### config.mk
export PLATFORM = sky130hd
export DESIGN_NAME = uart_rx_ctrl_flat
export DESIGN_NICKNAME = d
export VERILOG_FILES = /design/src/rtl/uart_pkg.sv /design/src/rtl/uart_rx_ctrl_if.sv /design/src/rtl/uart_fifo.sv /design/src/rtl/uart_rx_ctrl.sv /design/src/flat_wrapper.sv
export SDC_FILE = /design/constraint.sdc
export NUM_CORES = 1
export LEC_CHECK = 0
export CAP_MARGIN = 20
export CORE_MARGIN = 1.5
export CORE_UTILIZATION = 24
export DETAILED_ROUTE_END_ITERATION = 10
export PLACE_DENSITY = 0.43
export SLEW_MARGIN = 20
export SYNTH_ARGS = -nofsm -noshare
export SYNTH_HDL_FRONTEND = slang
export SYNTH_SLANG_ARGS = --single-unit
### constraint.sdc
create_clock -name i_uart_clk_x16 -period 5.05 [get_ports i_uart_clk_x16]
set_input_delay 1.515 -clock i_uart_clk_x16 [delete_from_list [all_inputs] [get_ports i_uart_clk_x16]]
set_output_delay 1.515 -clock i_uart_clk_x16 [all_outputs]
set_load 0.01 [all_outputs]
### src/rtl/uart_pkg.sv
// Shared types and constants for the UART receive controller slice.
package uart_pkg;
  localparam int UART_DEPTH = 8;

  typedef enum logic [1:0] {
    IDLE     = 2'd0,
    ACK      = 2'd1,
    WAIT_CLR = 2'd2
  } rx_state_e;
endpackage

### src/rtl/uart_rx_ctrl_if.sv
// Receiver handshake and host-side FIFO signals of uart_rx_ctrl.
interface uart_rx_ctrl_if import uart_pkg::*; #(
  parameter int DEPTH = UART_DEPTH
) ();
  localparam int CW = $clog2(DEPTH + 1);

  logic [7:0]    i_rx_data;
  logic          i_rx_data_rdy;
  logic          o_rx_ack;
  logic          i_rx_ack_clr;
  logic          i_pop;
  logic [7:0]    o_data;
  logic          o_empty;
  logic          o_full;
  logic [CW-1:0] o_count;
  logic          o_overrun;
  logic          i_clr_overrun;

  modport slave (
    input  i_rx_data, i_rx_data_rdy, i_rx_ack_clr, i_pop, i_clr_overrun,
    output o_rx_ack, o_data, o_empty, o_full, o_count, o_overrun
  );

  modport master (
    output i_rx_data, i_rx_data_rdy, i_rx_ack_clr, i_pop, i_clr_overrun,
    input  o_rx_ack, o_data, o_empty, o_full, o_count, o_overrun
  );
endinterface

### src/rtl/uart_fifo.sv
// First-word fall-through byte FIFO with registered count/full/empty.
module uart_fifo import uart_pkg::*; #(
  parameter  int DEPTH = UART_DEPTH,
  localparam int CW    = $clog2(DEPTH + 1),
  localparam int AW    = $clog2(DEPTH)
) (
  input  logic          i_uart_clk_x16,
  input  logic          i_reset,
  input  logic          push,
  input  logic          pop,
  input  logic [7:0]    wr_data,
  output logic [7:0]    data,
  output logic [CW-1:0] count,
  output logic          full,
  output logic          empty
);
  logic [7:0]    mem [DEPTH];
  logic [AW-1:0] wr_ptr, rd_ptr;
  logic          do_push, do_pop;
  logic [CW-1:0] count_nxt;

  // A push into a full FIFO is only legal when the head leaves on the same edge.
  assign do_pop    = pop && !empty;
  assign do_push   = push && (!full || do_pop);
  assign count_nxt = count + CW'(do_push) - CW'(do_pop);

  always_ff @(posedge i_uart_clk_x16) begin
    if (i_reset) begin
      wr_ptr <= '0;
      rd_ptr <= '0;
      count  <= '0;
      full   <= 1'b0;
      empty  <= 1'b1;
    end else begin
      if (do_push) wr_ptr <= wr_ptr + AW'(1);
      if (do_pop)  rd_ptr <= rd_ptr + AW'(1);
      count <= count_nxt;
      full  <= (count_nxt == CW'(DEPTH));
      empty <= (count_nxt == '0);
    end
  end

  always_ff @(posedge i_uart_clk_x16) begin
    if (!i_reset && do_push) mem[wr_ptr] <= wr_data;
  end

  // Head reads as zero while empty so stale storage never leaks out after reset.
  assign data = empty ? 8'h00 : mem[rd_ptr];
endmodule

### src/rtl/uart_rx_ctrl.sv
// Receiver rdy/ack handshake, sticky overrun flag and receive FIFO.
module uart_rx_ctrl import uart_pkg::*; #(
  parameter int DEPTH = UART_DEPTH
) (
  input  logic          i_uart_clk_x16,
  input  logic          i_reset,
  uart_rx_ctrl_if.slave bus
);
  rx_state_e state, state_nxt;
  logic      capture, rx_ack, fifo_full, drop;

  always_ff @(posedge i_uart_clk_x16) begin
    if (i_reset) state <= IDLE;
    else         state <= state_nxt;
  end

  // A still-high ack_clr in IDLE is a leftover from an earlier handshake.
  always_comb begin
    state_nxt = state;
    capture   = 1'b0;
    rx_ack    = 1'b0;
    case (state)
      IDLE: begin
        if (bus.i_rx_data_rdy && !bus.i_rx_ack_clr) begin
          capture   = 1'b1;
          state_nxt = ACK;
        end
      end
      ACK: begin
        rx_ack = 1'b1;
        if (bus.i_rx_ack_clr) state_nxt = WAIT_CLR;
      end
      WAIT_CLR: begin
        if (!bus.i_rx_ack_clr) state_nxt = IDLE;
      end
      default: state_nxt = IDLE;
    endcase
  end

  assign bus.o_rx_ack = rx_ack;
  assign drop         = capture && fifo_full && !bus.i_pop;

  always_ff @(posedge i_uart_clk_x16) begin
    if (i_reset)                bus.o_overrun <= 1'b0;
    else if (drop)              bus.o_overrun <= 1'b1;
    else if (bus.i_clr_overrun) bus.o_overrun <= 1'b0;
  end

  uart_fifo #(.DEPTH(DEPTH)) u_fifo (
    .i_uart_clk_x16 (i_uart_clk_x16),
    .i_reset        (i_reset),
    .push           (capture),
    .pop            (bus.i_pop),
    .wr_data        (bus.i_rx_data),
    .data           (bus.o_data),
    .count          (bus.o_count),
    .full           (fifo_full),
    .empty          (bus.o_empty)
  );

  assign bus.o_full = fifo_full;
endmodule
### src/flat_wrapper.sv
// flat-port wrapper written by rule: the top's interface ports become plain ports
module uart_rx_ctrl_flat import uart_pkg::*;
#(
  parameter int DEPTH = UART_DEPTH
)
  (i_uart_clk_x16, i_reset, bus_i_rx_data, bus_i_rx_data_rdy, bus_i_rx_ack_clr, bus_i_pop, bus_i_clr_overrun, bus_o_rx_ack, bus_o_data, bus_o_empty, bus_o_full, bus_o_count, bus_o_overrun);
  uart_rx_ctrl_if #(.DEPTH(DEPTH)) bus_i ();
  input  logic i_uart_clk_x16;
  input  logic i_reset;
  input wire logic [$bits(bus_i.i_rx_data)-1:0] bus_i_rx_data;
  input wire logic [$bits(bus_i.i_rx_data_rdy)-1:0] bus_i_rx_data_rdy;
  input wire logic [$bits(bus_i.i_rx_ack_clr)-1:0] bus_i_rx_ack_clr;
  input wire logic [$bits(bus_i.i_pop)-1:0] bus_i_pop;
  input wire logic [$bits(bus_i.i_clr_overrun)-1:0] bus_i_clr_overrun;
  output wire logic [$bits(bus_i.o_rx_ack)-1:0] bus_o_rx_ack;
  output wire logic [$bits(bus_i.o_data)-1:0] bus_o_data;
  output wire logic [$bits(bus_i.o_empty)-1:0] bus_o_empty;
  output wire logic [$bits(bus_i.o_full)-1:0] bus_o_full;
  output wire logic [$bits(bus_i.o_count)-1:0] bus_o_count;
  output wire logic [$bits(bus_i.o_overrun)-1:0] bus_o_overrun;
  assign bus_i.i_rx_data = bus_i_rx_data;
  assign bus_i.i_rx_data_rdy = bus_i_rx_data_rdy;
  assign bus_i.i_rx_ack_clr = bus_i_rx_ack_clr;
  assign bus_i.i_pop = bus_i_pop;
  assign bus_i.i_clr_overrun = bus_i_clr_overrun;
  assign bus_o_rx_ack = bus_i.o_rx_ack;
  assign bus_o_data = bus_i.o_data;
  assign bus_o_empty = bus_i.o_empty;
  assign bus_o_full = bus_i.o_full;
  assign bus_o_count = bus_i.o_count;
  assign bus_o_overrun = bus_i.o_overrun;
  uart_rx_ctrl #(.DEPTH(DEPTH)) u_core (.i_uart_clk_x16(i_uart_clk_x16), .i_reset(i_reset), .bus(bus_i));
endmodule
### After elaboration in Yosys (flattened, before gate mapping)

Memory sizes are Yosys's and may differ from the RTL's. A register that Yosys moved wholly into a read port is not among the register bits.
Cells that the tools add are included.

| storage, ports and cells | value |
|---|---|
| output and inout bits | 16 |
| input port bits | 14 |
| logic and storage cells | 48 |
| memories kept | 1 |
| bits in registers | 15 |
| memory bits (writable) | 64 |

| operators by class | value |
|---|---|
| reduce and logical (&&, ||, !) cells | 16 |
| multiplexer cells | 14 |
| eq/ne operators | 6 |
| $add $sub $neg | 4 |

Memories:

| name | words | width | rd ports | clocked after memory_dff | write ports | RTL line | source |
|---|---|---|---|---|---|---|---|
| u_core.u_fifo.mem | 8 | 8 | 1 | 1 | 1 | uart_fifo.sv:17 | `logic [7:0] mem [DEPTH];` |

Operators by type and width:

| kind | count |
|---|---|
| 8-bit two-way mux | 1 |
| 1-bit two-way mux | 7 |
| 3-bit by 1-bit adder with 3-bit output, second input constant | 2 |
| 1-bit logical AND | 6 |
| 2-bit two-way mux | 3 |
| 3-bit two-way mux | 2 |
| 2-bit one-hot mux with 3 select lines | 1 |
| 1-bit logical NOT | 5 |
| 4-bit by 1-bit adder with 4-bit output | 1 |
| 4-bit equality test, second input constant | 1 |
| 4-bit logical NOT | 1 |
| 2-bit inequality test, second input constant | 2 |
| 4-bit by 1-bit subtractor with 4-bit output | 1 |
| 3-bit AND reduction | 1 |
| 2-bit by 1-bit equality test with 1-bit output, second input constant | 1 |
| 2-bit equality test, second input constant | 1 |
| 2-bit logical NOT | 1 |
| 2-bit by 1-bit inequality test with 1-bit output, second input constant | 1 |
| 2-bit nonzero test | 1 |
| 1-bit logical OR | 1 |

### Depth between registers and ports, before layout

Gate-level depths: netlist of the first run.

| depth | value |
|---|---|
| depth in word-level cells | 8 |
| gate-level depth with buffers | 13 |

### Cells and area by module

Synthesis of the first run repeated with hierarchy kept, for this count alone.

| unflattened totals | value |
|---|---|
| cells, all modules | 186 |
| area total of the unflattened synthesis | 3344.5 sq um |

By module, submodules not included:

| module | cells each | area each (sq um) | times used |
|---|---|---|---|
| uart_fifo | 174 | 3211.8 | 1 |
| uart_rx_ctrl | 12 | 132.6 | 1 |

### Least setup slack after synthesis of the first run

No wires, ideal clock.

| timing path | value |
|---|---|
| path type | input port to flip-flop |
| start | input port bus_i_pop |
| end | register u_core.u_fifo.empty |
| stages on the path | 13 |
| arrival | 3.424 ns |
| data required time | 4.936 ns |
| buffers on the path | 1 |
| library setup time | 0.114 ns |
| setup slack | 1.512 ns |
| cells stage by stage | nor2b_1 clkbuf_1 o21a_2 inv_2 ha_1 inv_1 ha_1 inv_1 fa_1 xor2_1 nand3b_1 inv_1 a21o_1 |

| on the way | value |
|---|---|
| word-level cells in the longest chain between the ends | 6 |

Ends and longest elaborated chain:

| what | RTL line | source |
|---|---|---|
| start, declared | flat_wrapper.sv:13 | `input wire logic [$bits(bus_i.i_pop)-1:0] bus_i_pop;` |
| 1-bit logical AND (*) | uart_fifo.sv:23 | `assign do_pop = pop && !empty;` |
| named net u_core.u_fifo.do_pop | uart_fifo.sv:19 | `logic do_push, do_pop;` |
| 1-bit logical OR | uart_fifo.sv:24 | `assign do_push = push && (!full \|\| do_pop);` |
| 1-bit logical AND | uart_fifo.sv:24 |  |
| 4-bit by 1-bit adder with 4-bit output | uart_fifo.sv:25 | `assign count_nxt = count + CW'(do_push) - CW'(do_pop);` |
| 4-bit by 1-bit subtractor with 4-bit output (*) | uart_fifo.sv:25 |  |
| 4-bit logical NOT (*) | uart_fifo.sv:39 | `empty <= (count_nxt == '0);` |
| end signal, assigned | uart_fifo.sv:39 |  |
| end, declared | uart_fifo.sv:15 | `output logic empty` |

The timed path passes the listed nets; every way through them passes the cells marked *.
A chain may end at the register's enable or synchronous reset.

==> key figures, run 1 <==
Status
  – Status: completed

Placement
  – Dpl hpwl: 3.95 mm
  – Placed insts: 392
  – GPL Wtd Cong: 0.714
  – Port Buffer Count: 29

Detailed routing
  – DRC Markers: 0
  – Drt pass-1 iters: 3
  – Vias: 1692
  – Drt wl/cell: 16.0 um
  – Routed Antenna Nets: 0
  – Initial drt markers: 125
  – Drt total wl: 6.51 mm
  – Vias per cell: 4.15

Die
  – DIE AREA: 14300 um^2
  – Die W: 119 um
  – Die Y: 119 um
  – Io pins: 30
  – Placeable Area: 13200 um^2
  – Starting density of the core: 24.6%
  – Cell Rows: 42

Global route
  – GR Layer Usage met3: 3.90%
  – Met1 Use GR: 13.0%
  – Antenna violations before repair: 0
  – Vias in the first global route: 1801
  – First-pass GRT wire length: 10.4 mm
  – Largest net degree at the start of global routing: 21
  – Total GRT Usage: 10.0%
  – Grt met2 use: 15.6%
  – GR peak layer: met2
  – Grt ovf: 0

Clock tree
  – CTS sink cnt: 82
  – Clock root cell: clkbuf_16
  – Clk buf depth: 2
  – Clk pin slew, worst setup/hold paths: 0.06 ns
  – CTS Buf Count: 9
  – Worst skew pair latency: 0.33 ns
  – H-tree level count: 3
  – Post-CTS Repair Setup Buffers: 0
  – TritonCTS clock tree: yes
  – Post-CTS Hold Fix Bufs: 0
  – Post-cts sizing count: 0

Setup path
  – Worst Path Required: 3.54 ns
  – FF-to-FF setup slack: 2.54 ns
  – Worst setup EP type: primary output
  – WP data arrival: 2.34 ns
  – Reg2Reg Depth: 12
  – Crit start category: register
  – Reg2Reg Launch Point: u_core.state[0]
  – Reg2reg end: u_core.u_fifo.empty
  – Crit path kind: reg2out
  – CP Capture Point: bus_o_data[4]
  – Crit-path max FO: 16

Power and ir drop
  – Peak VDD IR: 0.235 mV
  – Static Leak: 0.00136 uW
  – Pwr dens: 443 nW/um^2
  – Pint: 1350 uW
  – Part of the power in combinational logic: 21.9%
  – Share of power burned in registers: 43.6%
  – Psw: 456 uW
  – Clk pwr share: 34.5%
  – Total design power: 1810 uW
  – Sw Share: 25.2%

STA
  – Clk_skew: 0.00505 ns
  – Final Slew Violations: 0
  – Setup TNS: 0 ns
  – Final period util: 76.3%
  – Final Hold Fails: 0
  – Fmax: 259 MHz
  – Fin Hold WS: 0.480 ns
  – RSZ-0062 raised after global routing: false
  – Final Critical Period: 3.85 ns
  – Measured slew at the worst slew-check pin: 0.946 ns
  – Slew Limit Headroom: 36.8%
  – Count of final setup violators: 0

Finish
  – Share of cells above drive strength 1: 16.4%
  – Most frequent cells in the layout: edfxtp_1, clkdlybuf4s50_1, dfxtp_1
  – Non-Filler Instances: 408
  – Commonest non-fill, non-tap cell in the layout: edfxtp_1
  – Area Overhead vs Synth: 25.3%
  – Ant. Diodes: 0
  – # nets final: 248

Yosys
  – Main combinational cell family by area after synthesis: multiplexers
  – Synth warn: 0
  – Syn Area/Cell: 17.6 um^2
  – Post-Synthesis Cell Area: 3260 um^2
  – Mapped Cells: 185
  – Multiplexer share of the synthesized area: 12.1%
  – Register area share after synthesis: 70.1%
  – Largest cells by area after synthesis: edfxtp_1, dfxtp_1, mux4_2, mux4_1, ha_1
  – Adder-cell area share of the yosys netlist: 2.92%
  – Yosys top cell area share: 59.0%
  – Compound-Gate Fraction of Synth Area: 3.73%
  – Distinct cells, synth: 30
  – Synth Area in Simple Gates: 6.34%
  – Post-synth net total: 206
  – Post-Synth XOR/XNOR Area: 2.15%
  – Count of state elements after synthesis: 82
  – Area leader, netlist: edfxtp_1

Run
  – Max Cap Viol: 0

Hold path
  – Hold Path Class: reg2reg
[logic make-up after synthesis]
group,Yosys count
DFF,82
and+or+nand+nor,38
buffers and inverters,17
muxes,17
AOI/OAI and AO/OA,16
xor gates and xnor gates,8
adders and majority gates,7
[how the worst min path moves through the flow]
stage	startpoint	endpoint	slack [ns]	depth (start not counted)
floorplan	u_core.u_fifo.rd_ptr[2]	register	0.48	2
global placement	u_core.bus.o_overrun	u_core.bus.o_overrun	0.48	2
detailed placement	u_core.bus.o_overrun	u_core.bus.o_overrun	0.47	2
finish	u_core.bus.o_overrun	u_core.bus.o_overrun	0.48	2
global route	u_core.bus.o_overrun	u_core.bus.o_overrun	0.52	2
CTS	u_core.bus.o_overrun	u_core.bus.o_overrun	0.49	2
[metrics by stage]
| stage | util [%] | setup slack [ns] | area (um^2) |
|---|---|---|---|
| final | 30.8 | 1.20 | 4080 |
| after global routing | 30.8 | 1.09 | 4080 |
| after CTS | 30.8 | 1.13 | 4080 |
| after detailed placement | 28.6 | 0.887 | 3790 |
| after global placement | 28.6 | 0.933 | 3790 |
| after floorplan | - | 1.51 | 3260 |
[state kept, by name, summed over array words and instances (netlist names), named ones only]
| register | count |
|---|---|
| u_core.u_fifo.mem | 64 |
| u_core.u_fifo.count | 4 |
| u_core.u_fifo.rd_ptr | 3 |
| u_core.u_fifo.wr_ptr | 3 |
| u_core.state | 2 |
| u_core.bus.o_overrun | 1 |
| u_core.u_fifo.empty | 1 |
| u_core.u_fifo.full | 1 |
[synthesized netlist by cell type]
cell and number:
edfxtp_1 64, dfxtp_1 18, nor2_1 16, mux4_2 10, a22o_1 8, inv_1 8
ha_1 6, mux4_1 6, nand2_1 6, nor3_1 5, a21oi_1 4, clkbuf_1 4
nor2b_1 4, xnor2_1 4, xor2_1 4, nand3b_1 3, a21o_1 2, buf_1 1
buf_12 1, buf_2 1, buf_6 1, fa_1 1, inv_2 1, mux2i_1 1
nand2b_1 1, nor4_1 1, nor4b_2 1, nor4b_4 1, o211ai_1 1, o21a_2 1
[layer usage]
metal | part of all wire [%] | vias to the layer above
li1 | - | 795
met1 | 49 | 854
met2 | 46 | 38
met3 | 4.2 | 5
met4 | 1.2 | 0
met5 | 0 | -
[power groups by stage]
stage	Sequential (uW)	Combinational, uW	Clock (uW)
after global routing	794	446	678
after detailed placement	803	406	0
after global placement	805	403	0
after floorplan	805	251	0
final	789	396	625
after CTS	790	407	646
[critical path, stage by stage, from the launching register on]
cell	delay [ns]
dfxtp_1	0.85
mux4_1	0.40
a22o_1	0.26
clkdlybuf4s50_1	0.48
[area by class of cell]
| cell class | instances | area (um^2) |
|---|---|---|
| clock inverters | 5 | 55.1 |
| fillers | 1339 | 9160 |
| repair buffers | 39 | 365 |
| clock buffers | 11 | 233 |
| inverters | 9 | 33.8 |
| multi-input cells | 86 | 892 |
| flip-flops and latches | 82 | 2280 |
| well taps | 176 | 220 |
Power figures use the tool's default switching activity.
==> inputs of run 2 (changes only) <==
==> constraint.sdc (replaced) <==
create_clock -name i_uart_clk_x16 -period 3.7 [get_ports i_uart_clk_x16]
set_input_delay 1.11 -clock i_uart_clk_x16 [delete_from_list [all_inputs] [get_ports i_uart_clk_x16]]
set_output_delay 1.11 -clock i_uart_clk_x16 [all_outputs]
set_load 0.01 [all_outputs]
==> key figures, run 2 (synthesis results as in run 1) <==
Setup path
  – Worst Path Required: 2.59 ns
  – Crit start category: register
  – FF-to-FF setup slack: 1.29 ns
  – Reg2Reg Launch Point: u_core.state[0]
  – Worst setup EP type: primary output
  – Crit path kind: reg2out
  – Reg2Reg Depth: 12
  – Reg2reg end: u_core.u_fifo.empty
  – WP data arrival: 2.27 ns
  – Crit-path max FO: 16

Hold path
  – Hold EP: u_core.bus.o_overrun
  – Hold Startpoint: u_core.bus.o_overrun
  – Hold Crit Depth: 2
  – Hold Path Class: reg2reg

STA
  – RSZ-0062 raised after global routing: false
  – Clk_skew: 0.00622 ns
  – Setup TNS: 0 ns
  – Final setup margin: 0.320 ns
  – Final Critical Period: 3.38 ns
  – Fmax: 296 MHz
  – Final period util: 91.3%
  – Slew Limit Headroom: 78.7%
  – Final Hold Fails: 0
  – Final Slew Violations: 0
  – Count of final setup violators: 0
  – Measured slew at the worst slew-check pin: 0.320 ns
  – Fin Hold WS: 0.483 ns

Detailed routing
  – Vias per cell: 4.03
  – Drt total wl: 6.43 mm
  – Vias: 1669
  – Drt pass-1 iters: 4
  – DRC Markers: 0
  – Drt wl/cell: 15.5 um
  – Routed Antenna Nets: 0
  – Initial drt markers: 141

Clock tree
  – CTS Buf Count: 9
  – Post-cts sizing count: 0
  – H-tree level count: 3
  – Post-CTS Hold Fix Bufs: 0
  – Clk pin slew, worst setup/hold paths: 0.06 ns
  – Clk buf depth: 2
  – CTS sink cnt: 82
  – TritonCTS clock tree: yes
  – Clock root cell: clkbuf_16
  – Worst skew pair latency: 0.33 ns
  – Post-CTS Repair Setup Buffers: 0

Global route
  – Vias in the first global route: 1763
  – Largest net degree at the start of global routing: 17
  – Grt ovf: 0
  – Antenna violations before repair: 0
  – Total GRT Usage: 10.0%
  – First-pass GRT wire length: 10.2 mm

Finish
  – Ant. Diodes: 0
  – Non-Filler Instances: 414
  – Max FFs per register: 64
  – # nets final: 254
  – Share of cells above drive strength 1: 18.9%
  – Commonest non-fill, non-tap cell in the layout: edfxtp_1
  – Sequential cell area: 2280 um^2
  – # fillers: 1362
  – Top Registers: u_core.u_fifo.mem: 64 flops, u_core.u_fifo.count: 4 flops
  – Most frequent cells in the layout: edfxtp_1, clkdlybuf4s50_1, dfxtp_1
  – Largest Register: u_core.u_fifo.mem
  – Multi-input gate area: 892 um^2
  – Area Overhead vs Synth: 26.9%

Status
  – Status: completed

Placement
  – Placed insts: 398
  – GPL Wtd Cong: 0.689
  – Worst slack, placed: 0.0607 ns
  – Port Buffer Count: 29
  – Dpl hpwl: 3.91 mm

Run
  – Max Cap Viol: 0

Die
  – Die W: 119 um
  – Die Y: 119 um
  – DIE AREA: 14300 um^2
  – Io pins: 30
  – Cell Rows: 42
  – Starting density of the core: 24.6%
  – Placeable Area: 13200 um^2

Power and ir drop
  – Static Leak: 0.00140 uW
  – Peak VDD IR: 0.301 mV
  – Pwr dens: 605 nW/um^2
==> run 2: changes by cell type in the layout (fill, tap and decap cells not counted) <==
cell,delta
buf_4,+6
clkinvlp_4,-1
clkinv_4,+1
clkbuf_1,-1
inv_6,+1
==> run 2: metrics by stage <==
stage	util (%)	cell area, um^2	total power, uW
floorplan	-	3260	1440
global placement	29.0	3840	1660
detailed placement	29.0	3840	1660
CTS	31.2	4130	2540
global route	31.2	4130	2640
finish	31.2	4130	2500
==> run 2: metal layers <==
| metal | GRT usage, % | vias to the layer above | wire (um) |
|---|---|---|---|
| met5 | 0 | - | 0 |
| met4 | 2.90 | 0 | 68 |
| met3 | 3.75 | 6 | 272 |
| met2 | 15.1 | 35 | 2890 |
| met1 | 13.6 | 822 | 3190 |
| li1 | - | 806 | - |
==> run 2: worst max path at each step <==
stage,start,endpoint,slack (ns),depth (start not counted)
global route,register,bus_o_data[2],0.16,4
floorplan,bus_i_pop,u_core.u_fifo.empty,0.57,13
finish,register,bus_o_data[7],0.32,4
detailed placement,bus_i_rx_ack_clr,u_core.u_fifo.empty,0.06,13
CTS,register,bus_o_data[0],0.27,4
global placement,bus_i_rx_ack_clr,u_core.u_fifo.empty,0.11,13
==> run 2: final cells by class <==
class,count,share of cell area [%]
clock buffer,10,5.54
inverter,9,0.817
multi-input combinational,86,21.6
tap,176,5.33
sequential,82,55.2
timing repair buffer,45,9.93
clock inverter,6,1.57
==> run 2: power by group <==
group,internal (uW),total (uW),switching (uW)
clock network,524,873,349
logic,300,552,253
registers,1040,1080,39.1
total,1860,2500,641
==> run 2: critical path, cell delays in order, from the launching register on <==
cell	delay, ns
dfxtp_1	0.30
buf_4	0.30
mux4_1	0.61
a22o_1	0.25
clkdlybuf4s50_1	0.47
